===== src/rtl/s_rca_pipe.sv =====
// Pipelined signed ripple-carry adder: N-bit operands split into STAGES carry-chained chunks,
// N+1-bit sign-extended sum, valid/ready on both sides. Define S_RCA_PIPE_SUB_EN to add a sub port (a-b).
module s_rca_pipe #(
  parameter int unsigned N      = 24,
  parameter int unsigned STAGES = 3
) (
  input  logic         clk,
  input  logic         rst,
  input  logic         in_valid,
  output logic         in_ready,
  input  logic [N-1:0] a,
  input  logic [N-1:0] b,
`ifdef S_RCA_PIPE_SUB_EN
  input  logic         sub,
`endif
  output logic         out_valid,
  input  logic         out_ready,
  output logic [N:0]   s_rca_pipe_out
);

  localparam int unsigned CW   = N / STAGES;
  localparam int unsigned LAST = STAGES - 1;
  localparam int unsigned MID  = (STAGES > 1) ? STAGES - 1 : 1;

  if (N < 2 || STAGES < 1 || STAGES > N || (N % STAGES) != 0) begin : g_bad_param
    $error("s_rca_pipe: need N >= 2, 1 <= STAGES <= N and N %% STAGES == 0");
  end

  logic              en;
  logic [N-1:0]      b_eff;
  logic              cin0;
  logic [STAGES-1:0] valid_q;
  logic [N:0]        out_q;

  // Inter-stage registers: entry k feeds stage k+1.
  logic [N-1:0]      a_q     [MID];
  logic [N-1:0]      b_q     [MID];
  logic              carry_q [MID];
  logic [N:0]        sum_q   [MID];

  // Per-stage inputs and results.
  logic [N-1:0]      a_src   [STAGES];
  logic [N-1:0]      b_src   [STAGES];
  logic              c_src   [STAGES];
  logic [N:0]        s_src   [STAGES];
  logic [CW:0]       chunk   [STAGES];
  logic [N:0]        sum_d   [STAGES];
  logic              carry_d [STAGES];

`ifdef S_RCA_PIPE_SUB_EN
  always_comb begin
    b_eff = sub ? ~b : b;
    cin0  = sub;
  end
`else
  always_comb begin
    b_eff = b;
    cin0  = 1'b0;
  end
`endif

  always_comb begin
    en = !valid_q[LAST] || out_ready;
  end

  assign in_ready       = en;
  assign out_valid      = valid_q[LAST];
  assign s_rca_pipe_out = out_q;

  always_comb begin
    a_src[0] = a;
    b_src[0] = b_eff;
    c_src[0] = cin0;
    s_src[0] = '0;
    for (int unsigned k = 1; k < STAGES; k++) begin
      a_src[k] = a_q[k-1];
      b_src[k] = b_q[k-1];
      c_src[k] = carry_q[k-1];
      s_src[k] = sum_q[k-1];
    end
  end

  // Each stage fills in its own CW sum bits; the last also forms the sign-extension bit.
  always_comb begin
    for (int unsigned k = 0; k < STAGES; k++) begin
      chunk[k]   = {1'b0, a_src[k][k*CW +: CW]} + {1'b0, b_src[k][k*CW +: CW]}
                 + {{CW{1'b0}}, c_src[k]};
      sum_d[k]   = s_src[k];
      sum_d[k][k*CW +: CW] = chunk[k][CW-1:0];
      carry_d[k] = chunk[k][CW];
      if (k == LAST) begin
        sum_d[k][N] = a_src[k][N-1] ^ b_src[k][N-1] ^ chunk[k][CW];
      end
    end
  end

  always_ff @(posedge clk or posedge rst) begin
    if (rst) begin
      valid_q <= '0;
      out_q   <= '0;
    end else if (en) begin
      valid_q[0] <= in_valid;
      for (int unsigned k = 1; k < STAGES; k++) begin
        valid_q[k] <= valid_q[k-1];
      end
      out_q <= sum_d[LAST];
    end
  end

  always_ff @(posedge clk) begin
    if (en) begin
      for (int unsigned k = 0; k < LAST; k++) begin
        a_q[k]     <= a_src[k];
        b_q[k]     <= b_src[k];
        carry_q[k] <= carry_d[k];
        sum_q[k]   <= sum_d[k];
      end
    end
  end

endmodule


===== config.mk =====
export PLATFORM = sky130hd
export DESIGN_NAME = s_rca_pipe
export DESIGN_NICKNAME = d
export VERILOG_FILES = /design/src/rtl/s_rca_pipe.sv
export SDC_FILE = /design/constraint.sdc
export NUM_CORES = 1
export LEC_CHECK = 0
export ABC_AREA = 1
export CAP_MARGIN = 20
export CORE_MARGIN = 4
export CORE_UTILIZATION = 52
export DETAILED_ROUTE_END_ITERATION = 7
export HOLD_SLACK_MARGIN = 0.05
export PLACE_DENSITY = 0.88
export RECOVER_POWER = 100
export SYNTH_ARGS = -nofsm -noshare
export SYNTH_HDL_FRONTEND = slang
export SYNTH_SLANG_ARGS = --single-unit

===== constraint.sdc =====
create_clock -name clk -period 2.25 [get_ports clk]
set_clock_uncertainty 0.05 [all_clocks]
set_input_delay 0.45 -clock clk [delete_from_list [all_inputs] [get_ports clk]]
set_output_delay 0.45 -clock clk [all_outputs]
set_load 0.1 [all_outputs]

## Word-level counts from Yosys, hierarchy flattened

Memory sizes are Yosys's and may differ from the RTL's. A register that Yosys moved wholly into a read port is not among the register bits.
Index checks and enable logic that the tools add are counted.

- Bitwise operators: 2
- $add $sub $neg: 5
- Reductions and logical operators: 2
- Multiplexer cells: 2

Operators with widths:

| operator | number |
|---|---|
| 8-bit by 8-bit adder with 9-bit output | 3 |
| 9-bit by 1-bit adder with 9-bit output | 2 |
| 1-bit 2-to-1 mux | 2 |
| 1-bit XOR | 2 |
| 1-bit zero test | 1 |
| 1-bit logical OR | 1 |

- Memories kept: 4
- Word-level logic and storage cells: 17
- Memory bits (writable): 148
- Register bits after elaboration: 28

Memories:

| name | depth | width | read ports | clocked after memory_dff | write ports | RTL line | RTL |
|---|---|---|---|---|---|---|---|
| sum_q | 2 | 25 | 2 | 1 | 2 | 39 | `logic [N:0] sum_q [MID];` |
| a_q | 2 | 24 | 2 | 0 | 2 | 36 | `logic [N-1:0] a_q [MID];` |
| b_q | 2 | 24 | 2 | 0 | 2 | 37 | `logic [N-1:0] b_q [MID];` |
| carry_q | 2 | 1 | 2 | 0 | 2 | 38 | `logic carry_q [MID];` |

## Depth between registers and ports, before layout

Gate-level depths: netlist (run 1).

- Word-level depth: 4
- Mapped depth: 11
- Gate-level depth less buffers: 11

## Worst setup path before layout (run 1)

OpenSTA, ideal clock, no wires.

- Path kind: register -> output
- Start point: register valid_q[2]
- End point: output port in_ready
- Arrival time: 2381 ps
- Stages on the path, launching flop included: 5
- Required time: 1750 ps
- Path buffers: 1
- Path slack: -631 ps
- Cell sequence: dfrtp_1 -> inv_1 -> nor2_2 -> inv_2 -> buf_2

- Cells in the longest elaborated chain, start to end: 2

Ends and longest elaborated chain:

| item | RTL line | RTL |
|---|---|---|
| from (decl) | 32 | `logic [STAGES-1:0] valid_q;` |
| from (signal, indexed assignment) | 104 | `valid_q[k] <= valid_q[k-1];` |
| 1-bit zero test | 63 | `en = !valid_q[LAST] \|\| out_ready;` |
| 1-bit logical OR | 63 |  |
| to (decl) | 10 | `output logic in_ready,` |

Every way passes these cells.

==> impl_metrics.yaml, run 1 <==
setup_path:
  crit_family: "adder cells"
  critPathMaxStageDelay_ps: 480
  crit_top_cell: "fa_1"
  path_cells: "fa_1 -> fa_1 -> nand4_1 -> nand3_1 -> xor2_1"
  cp_data_arrival_time_ps: 2150
  worst-path-buf-inv: 0
  path_class: "flip-flop to flip-flop"
  critPathMaxFanout: 3
  cpMaxStageDelayCell: "fa_1"
  cp-end-kind: "flip-flop"
  cp-start-kind: "flip-flop"
  cp.required_ps: 2310
die:
  die_area_um2: 9753
  fp.dieH_um: 98.76
  die_w_um: 98.76
  start_util_pct: 54.58
  rows: 32
  num_io_pins: 79
  core_area_um2: 7848
grt:
  grt-ovfl-total: 0
  grt_use_total_pct: 15.92
  grt_pass1_wl_mm: 12.24
  grt_pass1_vias: 2784
  grt_max_degree: 58
  antenna_found_initial: 0
logic_synthesis:
  synth_area_um2: 4283
  synth_nets: 421
  yosysWarnings: 0
  yosysTopAreaCell: "edfxtp_1"
  syn_inst: 342
  synth_top_area_share_pct: 51.88
  synth_cell_types: 27
  ys_ff_latch: 102
  synth.most_common_cell: "nand2_1"
  synth_edf_count: 74
  syn_area_per_cell_um2: 12.52
  synthTopCellsByCount: "nand2_1 (115), edfxtp_1 (74), dfrtp_1 (28)"
  synth_seq_area_share_pct: 68.24
  synth_area_leaders: "edfxtp_1 (52%), dfrtp_1 (16%), nand2_1 (10%)"
  synth-main-ff-cell: "edfxtp_1"
  synthArstFlopShare_pct: 27.45
routing:
  route.detailed.drc: 0
  wl_per_cell_um: 13.67
  num_vias: 2671
  viasPerCell: 4.965
  drtIter0Drc: 115
  drt-total-wl_mm: 7.355
  ant_nets: 0
  dr.pass1.iters: 4
hold_path:
  min_path_type: "flip-flop to flip-flop"
placed_design:
  gp_congestion: 0.8488
  pre_cts_ws_ps: -8.172
  hpwlAfterDp_mm: 5.601
  port-buffer-count: 78
  dp.cells: 522
  dpl_cell_area_um2: 5154
clocking:
  root_buffer: "clkbuf_8"
  clock_latency_ps: 360
  post_cts_resized: 0
  clockBufferDepth: 2
  cts_tree: "yes"
  ctsHtreeMaxLevel: 3
  clkSinkCount: 102
  clk_pin_slew_ps: 110
  cts_hold_buffers: 0
  numCtsBuffers: 9
  cts_setup_buffers: 0
timing:
  worst_slack_ps: 158.5
  min_period_ps: 2092
  hold_viol: 0
  fmax_mhz: 478.1
  post-route-period-util_pct: 92.96
  worstMarginPinSlew_ps: 1438
  rsz0062_at_grt: "false"
  hold_slack_ps: 363.9
  finalSetupViolations: 0
  slew_violations: 0
  max_slew_margin_pct: 4.122
status:
  status: "complete, no violations"
pwr:
  power.density_nw_per_um2: 1396
  vdd.ir_drop.worst_mv: 0.5717
  p_leak_nw: 2.362
cells_and_area:
  fin_util_pct: 67.06
  finalNetCount: 510
  area_growth_pct: 22.87
  final_area_um2: 5263
  fillerInstances: 601
  final_cell_count_no_fill: 538
  drive_gt1_share_pct: 11.70
  diodes: 0
job:
  cap_violations: 0
-- path summary, 6_finish.rpt --
kind	startpoint	end	slack, ps	cells after the start
worst max-delay path	carry_q[0][0]	sum_q[1][14]	160	5
worst min-delay path	b_q[0][19]	b_q[0][43]	360	0
worst max register to register	carry_q[0][0]	sum_q[1][14]	160	5
worst min register to register	b_q[0][19]	b_q[0][43]	360	0
max in group asynchronous	rst	s_rca_pipe_out[11]	460	3
min in group asynchronous	rst	s_rca_pipe_out[6]	850	3
-- report_power, final --
part	switching [mW]	internal, mW
Sequential	0.235	2.71
Combinational	2.56	0.647
Clock	0.628	0.564
-- final cells by class --
class / count / area, µm² / area share [%]
repair buffers: 83 / 673.1 / 12.79
well taps: 102 / 127.6 / 2.425
multi-input cells: 211 / 1234 / 23.44
inverters: 24 / 91.34 / 1.736
clock buffers: 10 / 137.6 / 2.615
flip-flops and latches: 102 / 2923 / 55.54
clock inverters: 6 / 76.32 / 1.450
-- registers in the layout, indices dropped and copies added (netlist names) --
name and flops:
a_q 24, b_q 24, carry_q 2, s_rca_pipe_out 25, sum_q 24, valid_q 3
-- routing by layer --
layer / up-vias / track usage, % / routed length (µm)
met5: - / 0 / 0
met4: 0 / 8.193 / 145
met3: 15 / 3.397 / 281
met2: 58 / 28.20 / 3934
met1: 1260 / 18.00 / 2994
li1: 1338 / - / -
-- worst reg2reg max path: cells and delay by family (launching register included) --
| family | cells | cell delay (ps) |
|---|---|---|
| XOR/XNOR | 1 | 170 |
| AND/OR/NAND/NOR | 2 | 250 |
| adder cells (fa/ha/maj) | 2 | 920 |
| flip-flops | 1 | 440 |
-- stage by stage --
step	total power [mW]	setup TNS, ps
floorplan	5.558	0
global placement	6.286	0
detailed placement	6.404	-8.172
CTS	7.597	0
global route	7.762	0
finish	7.345	0
-- cells by family (layout without fill, tap and decap cells) --
logic type	after synthesis	count (layout)	synth area share [%]
AO/OA/AOI/OAI	23	23	2.980
adder cells (fa/ha/maj)	27	27	8.764
flip-flops	102	102	68.24
buffers and inverters	29	123	2.892
XOR/XNOR	12	12	2.454
AND/OR/NAND/NOR	149	149	14.67
-- cells in the final DEF (no fill, tap or decap), drive strengths merged --
cell type	count
or2	2
o21ai	4
clkbuf	40
dlygate4sd3	34
nand3	18
nand4	4
o21a	2
nor2	5
inv	26
bufinv	1
nand2	116
fa	5
xor2	10
ha	22
clkdlybuf4s50	17
buf	2
dfrtp	28
a21oi	13
nand3b	4
a31oi	2
xnor2	2
a21o	2
clkinv	3
edfxtp	74
No activity file was read; power rests on OpenSTA's default activity.
==> run 2: changes to the inputs <==
Settings changed: CORE_ASPECT_RATIO set to 0.8.
==> run 2 against run 1 <==
- largest cell class unchanged
- via count up 1.7%
- final area about the same
- worst setup slack better by 5.9 ps
- sequential share of layout area down 0.053 points
- critical path type is now input pin to output pin
- final cell count up 0.93%
- highest routed layer unchanged
- largest power group unchanged
- die area about the same
==> impl_metrics.yaml, run 2 (same netlist as run 1, synthesis figures left out) <==
setup_path:
  cp-end-kind: "output pin"
  critPathMaxStageDelay_ps: 530
  cp.required_ps: 1750
  cp-start-kind: "input pin"
  r2r_slack_ps: 180
  worst-path-buf-inv: 3
  cpMaxStageDelayCell: "dlygate4sd3_1"
  crit_family: "buffers and inverters"
  critPathMaxFanout: 8
  path_class: "input pin to output pin"
  path_cells: "dlygate4sd3_1 -> nor2_1 -> clkinv_2 -> buf_6"
  cp_data_arrival_time_ps: 1590
placed_design:
  gp_congestion: 0.8754
  hpwlAfterDp_mm: 5.599
  port-buffer-count: 78
  dp.cells: 527
  pre_cts_ws_ps: 16.81
timing:
  min_period_ps: 2086
  max_slew_margin_pct: 46.37
  hold_slack_ps: 374.3
  slew_violations: 0
  finalSetupViolations: 0
  post-route-period-util_pct: 92.69
  fmax_mhz: 479.5
  worst_slack_ps: 164.4
  hold_viol: 0
  rsz0062_at_grt: "false"
  tns_ps: 0
  worstMarginPinSlew_ps: 804.4
pwr:
  power.density_nw_per_um2: 1400
  p_leak_nw: 2.367
  vdd.ir_drop.worst_mv: 0.8031
clocking:
  cts_setup_buffers: 0
  clkSinkCount: 102
  numCtsBuffers: 9
  cts_hold_buffers: 0
  ctsHtreeMaxLevel: 3
  cts_tree: "yes"
  clock_latency_ps: 340
  post_cts_resized: 0
  clockBufferDepth: 2
  clk_pin_slew_ps: 90
  root_buffer: "clkbuf_8"
cells_and_area:
  fin_util_pct: 65.99
  diodes: 0
  fillerInstances: 632
  finalNetCount: 509
  final_cell_count_no_fill: 543
  mostFrequentLayoutCells: "nand2_1 (115), edfxtp_1 (74), dlygate4sd3_1 (36)"
  final_common_cell: "nand2_1"
  multiInputGateArea_um2: 1229
  ff_latch_area_um2: 2923
  drive_gt1_share_pct: 11.49
  area_growth_pct: 22.99
  largest_register_ffs: 25
die:
  rows: 29
  num_io_pins: 79
  core_area_um2: 7983
  fp.dieH_um: 89.17
  start_util_pct: 53.65
  die_area_um2: 9761
  die_w_um: 109.5
hold_path:
  min_path_type: "flip-flop to flip-flop"
routing:
  drtIter0Drc: 147
  drt-total-wl_mm: 7.565
  viasPerCell: 5.004
  wl_per_cell_um: 13.93
  num_vias: 2717
  dr.pass1.iters: 6
  route.detailed.drc: 0
  ant_nets: 0
grt:
  grt-ovfl-total: 0
  grt_pass1_wl_mm: 12.31
  antenna_found_initial: 0
  grt_max_degree: 73
  grt_use_total_pct: 16.59
  grt_pass1_vias: 2682
job:
  cap_violations: 0
status:
  status: "complete, no violations"
==> run 2: changes by cell type in the layout (fill, tap and decap cells not counted), moves of 2 or more <==
cell	change
clkinv_2	+2
dlygate4sd3_1	+2
inv_6	-2
clkbuf_2	+2
clkdlybuf4s50_1	-2
==> run 2: final cells by class <==
class	count	area share, %
flip-flops and latches	102	55.49
multi-input cells	211	23.33
repair buffers	82	12.80
well taps	108	2.565
clock buffers	10	2.423
inverters	24	1.734
clock inverters	6	1.663
==> run 2: layer usage <==
layer	track usage [%]	part of all wire, %	vias up
met5	0	0	-
met1	19.63	41	1292
met4	5.210	1.5	0
li1	-	-	1337
met3	3.682	4.8	10
met2	30.36	53	78
==> run 2: path summary, 6_finish.rpt <==
check	from	to	cells past startpoint
setup / recovery	out_ready	in_ready	4
hold / removal	b_q[0][20]	b_q[0][44]	0
setup reg to reg	carry_q[0][0]	sum_q[1][14]	5
hold reg to reg	b_q[0][20]	b_q[0][44]	0
max in group asynchronous	rst	s_rca_pipe_out[0]	3
min in group asynchronous	rst	s_rca_pipe_out[9]	3
==> run 2: worst register-to-register path, delay by kind of cell (launching register included) <==
kind | cells | cell delay (ps)
xor gates and xnor gates | 1 | 150
adders and majority gates | 2 | 1000
DFF | 1 | 410
and+or+nand+nor | 2 | 230
==> run 2: metrics by stage <==
| step | total power [mW] | cell area (µm²) |
|---|---|---|
| 3_3_place_gp | 6.285 | 5154 |
| 5_1_grt | 7.791 | 5268 |
| 3_5_place_dp | 6.408 | 5154 |
| 4_1_cts | 7.626 | 5369 |
| 2_1_floorplan | 5.558 | 4289 |
| 6_report | 7.377 | 5268 |
==> run 2: report_power, final <==
group | leakage, nW | switching (mW) | internal (mW) | total [mW]
Clock | 0.110 | 0.586 | 0.628 | 1.21
Sequential | 1.09 | 0.238 | 2.71 | 2.94
Combinational | 1.17 | 2.57 | 0.651 | 3.22
Total | 2.37 | 3.39 | 3.98 | 7.38
